`config.mk`:
```
export PLATFORM = sky130hd
export DESIGN_NAME = mips_muldiv_flat
export DESIGN_NICKNAME = d
export VERILOG_FILES = /design/src/rtl/mips_muldiv_if.sv /design/src/rtl/mips_muldiv.sv /design/src/flat_wrapper.sv
export SDC_FILE = /design/constraint.sdc
export NUM_CORES = 1
export LEC_CHECK = 0
export ABC_CLOCK_PERIOD_IN_PS = 4300
export CAP_MARGIN = 20
export CORE_MARGIN = 4
export CORE_UTILIZATION = 59
export DETAILED_ROUTE_END_ITERATION = 12
export GPL_TIMING_DRIVEN = 0
export PLACE_DENSITY_LB_ADDON = 0.12
export SYNTH_ARGS = -nofsm -noshare
export SYNTH_HDL_FRONTEND = slang
export SYNTH_SLANG_ARGS = --single-unit
```
`constraint.sdc`:
```
create_clock -name clock -period 4.3 [get_ports clock]
set_input_delay 1.075 -clock clock [delete_from_list [all_inputs] [get_ports clock]]
set_output_delay 1.075 -clock clock [all_outputs]
set_load 0.01 [all_outputs]
```
`src/rtl/mips_muldiv_if.sv`:
```
// Bus between the core and the iterative multiply/divide unit.
//
// Handshake: the core raises start with op/S/T for one cycle while busy=0;
// the unit samples them on that rising edge and ignores start whenever busy=1.
// A mul/div raises busy from that edge until its result is written.
// The unit then pulses done for exactly one cycle with hi/lo already updated.
// abort cancels an operation in flight and never produces done.
// Move ops (MTHI/MTLO) complete at the sampling edge with no busy and no done.
interface mips_muldiv_if #(parameter int W = 32);
  logic         start;
  logic [2:0]   op;
  logic         abort;
  logic [W-1:0] S;
  logic [W-1:0] T;
  logic         busy;
  logic         done;
  logic [W-1:0] hi;
  logic [W-1:0] lo;
  logic [1:0]   dbg_state;

  modport master (output start, op, abort, S, T,
                  input  busy, done, hi, lo, dbg_state);
  modport slave  (input  start, op, abort, S, T,
                  output busy, done, hi, lo, dbg_state);
endinterface

```
`src/rtl/mips_muldiv.sv`:
```
// Iterative radix-2 multiply/divide unit with its own HI/LO register pair.
// Operands are reduced to magnitudes at launch, W unsigned steps run, and one
// fix-up cycle applies the signs before HI/LO are written.
module mips_muldiv #(parameter int W = 32) (
  input logic         clock,
  input logic         reset,
  mips_muldiv_if.slave bus
);
  localparam int CW = $clog2(W);

  typedef enum logic [1:0] {IDLE = 2'd0, RUN = 2'd1, FIX = 2'd2} state_t;

  state_t         state, state_nx;
  logic [CW-1:0]  cnt;
  logic [2*W-1:0] acc;      // mul: {partial, multiplier}; div: {remainder, quotient}
  logic [W-1:0]   opnd;     // mul: multiplicand magnitude; div: divisor magnitude
  logic           is_div, neg_s, neg_t, div0;
  logic [W-1:0]   hi_r, lo_r;
  logic           done_r;

  logic [W-1:0]   s_mag, t_mag;
  logic [W:0]     mul_sum, div_trial;
  logic [2*W-1:0] mul_nx, div_nx, prod;
  logic [W-1:0]   quo, rem;

  // Magnitudes; the most-negative value maps to 2^(W-1) as an unsigned number.
  assign s_mag = (!bus.op[0] && bus.S[W-1]) ? -bus.S : bus.S;
  assign t_mag = (!bus.op[0] && bus.T[W-1]) ? -bus.T : bus.T;

  // One shift-add multiply step: add multiplicand to the upper half on LSB, shift right.
  assign mul_sum = {1'b0, acc[2*W-1:W]} + {1'b0, (acc[0] ? opnd : {W{1'b0}})};
  assign mul_nx  = {mul_sum, acc[W-1:1]};

  // One restoring divide step: trial-subtract from {rem, next dividend bit}.
  assign div_trial = {acc[2*W-1:W], acc[W-1]} - {1'b0, opnd};
  assign div_nx    = div_trial[W] ? {acc[2*W-2:0], 1'b0}
                                  : {div_trial[W-1:0], acc[W-2:0], 1'b1};

  // Sign fix-up; divide by zero forces an all-ones quotient, remainder is S itself.
  assign prod = (neg_s ^ neg_t) ? -acc : acc;
  assign quo  = div0 ? {W{1'b1}} : ((neg_s ^ neg_t) ? -acc[W-1:0] : acc[W-1:0]);
  assign rem  = neg_s ? -acc[2*W-1:W] : acc[2*W-1:W];

  // State register.
  always_ff @(posedge clock) begin
    if (reset) state <= IDLE;
    else       state <= state_nx;
  end

  // Next state: launch on a non-move start, W steps, one fix cycle; abort returns to IDLE.
  always_comb begin
    state_nx = state;
    unique case (state)
      IDLE:    if (bus.start && !bus.op[2]) state_nx = RUN;
      RUN:     if (cnt == '0) state_nx = FIX;
      FIX:     state_nx = IDLE;
      default: state_nx = IDLE;
    endcase
    if (bus.abort) state_nx = IDLE;
  end

  // Datapath, counter and HI/LO; abort freezes everything for that edge.
  always_ff @(posedge clock) begin
    if (reset) begin
      cnt    <= '0;
      acc    <= '0;
      opnd   <= '0;
      is_div <= 1'b0;
      neg_s  <= 1'b0;
      neg_t  <= 1'b0;
      div0   <= 1'b0;
      hi_r   <= '0;
      lo_r   <= '0;
      done_r <= 1'b0;
    end else begin
      done_r <= 1'b0;
      if (!bus.abort) begin
        unique case (state)
          IDLE: if (bus.start) begin
            if (bus.op[2]) begin
              if (bus.op[0]) lo_r <= bus.S;
              else           hi_r <= bus.S;
            end else begin
              is_div <= bus.op[1];
              neg_s  <= !bus.op[0] && bus.S[W-1];
              neg_t  <= !bus.op[0] && bus.T[W-1];
              div0   <= bus.op[1] && (bus.T == '0);
              opnd   <= bus.op[1] ? t_mag : s_mag;
              acc    <= {{W{1'b0}}, (bus.op[1] ? s_mag : t_mag)};
              cnt    <= CW'(W - 1);
            end
          end
          RUN: begin
            acc <= is_div ? div_nx : mul_nx;
            cnt <= cnt - 1'b1;
          end
          FIX: begin
            done_r <= 1'b1;
            if (is_div) begin
              hi_r <= rem;
              lo_r <= quo;
            end else begin
              hi_r <= prod[2*W-1:W];
              lo_r <= prod[W-1:0];
            end
          end
          default: ;
        endcase
      end
    end
  end

  assign bus.busy      = (state != IDLE);
  assign bus.done      = done_r;
  assign bus.hi        = hi_r;
  assign bus.lo        = lo_r;
  assign bus.dbg_state = state;
endmodule
```
`src/flat_wrapper.sv`:
```
// flat-port wrapper written by rule: the top's interface ports become plain ports
module mips_muldiv_flat 
#(parameter int W = 32)
  (clock, reset, bus_start, bus_op, bus_abort, bus_S, bus_T, bus_busy, bus_done, bus_hi, bus_lo, bus_dbg_state);
  mips_muldiv_if #(.W(W)) bus_i ();
  input logic clock;
  input logic reset;
  input wire logic [$bits(bus_i.start)-1:0] bus_start;
  input wire logic [$bits(bus_i.op)-1:0] bus_op;
  input wire logic [$bits(bus_i.abort)-1:0] bus_abort;
  input wire logic [$bits(bus_i.S)-1:0] bus_S;
  input wire logic [$bits(bus_i.T)-1:0] bus_T;
  output wire logic [$bits(bus_i.busy)-1:0] bus_busy;
  output wire logic [$bits(bus_i.done)-1:0] bus_done;
  output wire logic [$bits(bus_i.hi)-1:0] bus_hi;
  output wire logic [$bits(bus_i.lo)-1:0] bus_lo;
  output wire logic [$bits(bus_i.dbg_state)-1:0] bus_dbg_state;
  assign bus_i.start = bus_start;
  assign bus_i.op = bus_op;
  assign bus_i.abort = bus_abort;
  assign bus_i.S = bus_S;
  assign bus_i.T = bus_T;
  assign bus_busy = bus_i.busy;
  assign bus_done = bus_i.done;
  assign bus_hi = bus_i.hi;
  assign bus_lo = bus_i.lo;
  assign bus_dbg_state = bus_i.dbg_state;
  mips_muldiv #(.W(W)) u_core (.clock(clock), .reset(reset), .bus(bus_i));
endmodule
```
==> impl_metrics.yaml <==
synth:
  synthArstFlopShare: 0
  synth_fp_nets: 2149
  synth_top_area_share: 0.237
  muxShareOfSynthArea: 0.0401
  synth_compound_area_frac: 0.291
  synthSimpleGateAreaFrac: 0.214
  synth_top_family_by_area: "compound AO/OA/AOI/OAI gates"
  syn_area_um2: 14500
  yosysTopAreaCell: "dfxtp_1"
  synth_xor_area_frac: 0.103
  netlist_instances: 2006
  synthAdderAreaFrac: 0.0630
  ys_seq_area_frac: 0.237
  ys.flop_type: "dfxtp_1"
  ys_seq_elements: 172
  avgSynthCellArea_um2: 7.25
  synth.area.top_cells: "dfxtp_1 (24%), a21oi_1 (6.5%), nor2_1 (6.1%), ha_1 (6.0%), xnor2_1 (5.8%)"
  synth_cell_types: 76
  ys.warnings.count: 0
  synth_edf_count: 0
place:
  gp_congestion: 1.04
  placed_cell_area_um2: 16300
  hpwl_um: 46200
  post-place-cells: 2465
  portBuffers: 135
clocking:
  cts_hold_buf: 0
  cts_root_buf: "clkbuf_16"
  clk_pin_slew_ns: 0.08
  cts-buffers-inserted: 17
  cts.sinks: 172
  clk_latency_ns: 0.45
  cts_buffer_depth: 2
  h-tree-depth: 4
  cts_tree: "yes"
layout:
  stdcell_count: 2502
  design_area_um2: 16900
  layout_commonest_cell: "nor2_1"
  regArea_um2: 3440
  final_cell_mix: "nor2_1 (235), nand2_1 (223), a21oi_1 (188)"
  fin_nets: 2307
  multi_input_area_um2: 10400
  drive_above_1_share: 0.0340
  fillers: 2133
  finish.utilization: 0.699
  area_delta_synth_final_pct: 16.6
detailed_routing:
  finalWirelength_um: 58300
  ant_nets: 0
  vias: 16579
  drt_iter0_drc: 2117
  wl_per_cell_um: 23.3
  vias_per_cell: 6.63
  drt_pass1_iterations: 6
  drcViolationCount: 0
die:
  die_w_um: 165
  die_h_um: 165
  initial_core_util: 0.599
  pin_count: 139
  core_area_um2: 24200
  dieArea_um2: 27200
  row_count: 57
setup_path:
  r2r-start: "u_core.acc[57]$_SDFFE_PP0P_"
  worstPathRequired_ns: 4.60
  arrival_ns: 4.54
  r2r_slack_ns: 0.13
  r2r_cells: 14
  crit_path_end: "u_core.opnd[27]$_SDFFE_PP0P_"
  critical_path_class: "in2reg"
  end_kind: "flip-flop"
  critPathMaxFanout: 6
  start_kind: "input pin"
  cp-startpoint: "bus_S[12]"
  r2r_end: "u_core.acc[33]$_SDFFE_PP0P_"
min_path:
  hp-class: "reg2reg"
  holdPathStages: 2
grt:
  grt_pass1_wl_um: 86700
  grt_use_total: 0.415
  antenna_found_initial: 0
  grt_max_degree: 19
  grt_pass1_vias: 15256
  grt_overflow: 0
timing:
  slew-limit-headroom: 0.329
  finClkSkew_ns: 0.0165
  maxSlewViolCount: 0
  tns_ns: 0
  max_freq_mhz: 236
  setup-violations-final: 0
  worstMarginPinSlew_ns: 0.997
  hold_viol: 0
  rsz0062_at_grt: "true"
  period_share: 0.986
  post-route-min-period_ns: 4.24
job:
  maxCapViolations: 0
pwr:
  ir_drop_mv: 0.229
  power.total_mw: 4.59
  power.density_nw_per_um2: 271
  leakage_nw: 6.46
status:
  outcome: "finished clean"
cell families (layout without fill, tap and decap cells):
family          count (synthesis)  in the layout
other cells                     0              1
simple gates                  678            678
xor+xnor                      170            170
flops                         172            172
compound gates                659            659
mux                            58             58
buf+inv                       197            368
fa+ha+maj                      72             72
how the worst min path moves through the flow:
| stage | start | endpoint | slack [ns] |
|---|---|---|---|
| 6_report | u_core.bus.hi[26]$_SDFFE_PP0P_ | u_core.bus.hi[26]$_SDFFE_PP0P_ | 0.45 |
| 5_1_grt | u_core.bus.hi[24]$_SDFFE_PP0P_ | u_core.bus.hi[24]$_SDFFE_PP0P_ | 0.47 |
| 4_1_cts | u_core.bus.hi[26]$_SDFFE_PP0P_ | u_core.bus.hi[26]$_SDFFE_PP0P_ | 0.45 |
| 3_5_place_dp | u_core.bus.hi[24]$_SDFFE_PP0P_ | u_core.bus.hi[24]$_SDFFE_PP0P_ | 0.44 |
| 3_3_place_gp | u_core.bus.hi[20]$_SDFFE_PP0P_ | u_core.bus.hi[20]$_SDFFE_PP0P_ | 0.43 |
| 2_1_floorplan | u_core.opnd[10]$_SDFFE_PP0P_ | u_core.opnd[10]$_SDFFE_PP0P_ | 0.43 |
sequential cells by signal (all words and copies together), names as in the netlist:
signal,cells
u_core.div0,1
u_core.neg_t,1
u_core.neg_s,1
u_core.cnt,5
u_core.opnd,32
u_core.bus.done,1
u_core.is_div,1
u_core.bus.dbg_state,2
u_core.bus.lo,32
u_core.bus.hi,32
u_core.acc,64
cells in the mapped netlist (41+ instances only):
master / n
a21o_1: 43
a211oi_1: 41
nand2_1: 223
a21oi_1: 188
nor3_1: 46
clkbuf_1: 122
o21ai_0: 152
dfxtp_1: 172
xor2_1: 73
xnor2_1: 96
inv_1: 61
ha_1: 70
nor2_1: 235
mux2i_1: 56
through the flow:
stage               worst slack, ns  hold WS [ns]
floorplan                     0.827         0.432
global placement             -0.219         0.434
detailed placement           -0.223         0.440
CTS                           0.140         0.451
global route                -0.0533         0.467
finish                       0.0586         0.450
repair_timing:
action | CTS | global route
pin swaps | 1 | 0
buffers inserted | 3 | 0
endpoints found under the setup margin | 23 | 34
gates cloned | 0 | 0
resized for setup | 2 | 5
power by group:
group | internal (mW) | switching [mW] | leakage [nW]
logic | 0.458 | 0.783 | 4.77
clock network | 0.835 | 0.818 | 0.292
registers | 1.64 | 0.0526 | 1.40
final cells by class:
cell class              instances  share of cell area
diodes                          1            0.000148
flip-flops and latches        172               0.203
multi-input cells            1637               0.612
clock buffers                  17              0.0251
well taps                     324              0.0239
inverters                      62              0.0137
repair buffers                139              0.0815
clock inverters                15             0.00975
plain buffers                 135              0.0307
worst max-delay path, cell delays in order:
cell and delay [ns]:
clkdlybuf4s50_1 0.64, or4_1 0.65, or4_1 0.50, nor3_1 0.39, nand2_1 0.21, o31ai_1 0.28
xor2_1 0.35, o21ai_0 0.23, nand2_1 0.13, a21oi_1 0.07
routing by layer:
metal  wire length (um)  vias up  GRT usage
met4               4140        0      0.251
met3               6220      224     0.0971
met5                  0        -          0
li1                   -     7597          -
met2              25900     1020      0.652
met1              22000     7738      0.517
(Power assumes the default switching activity.)
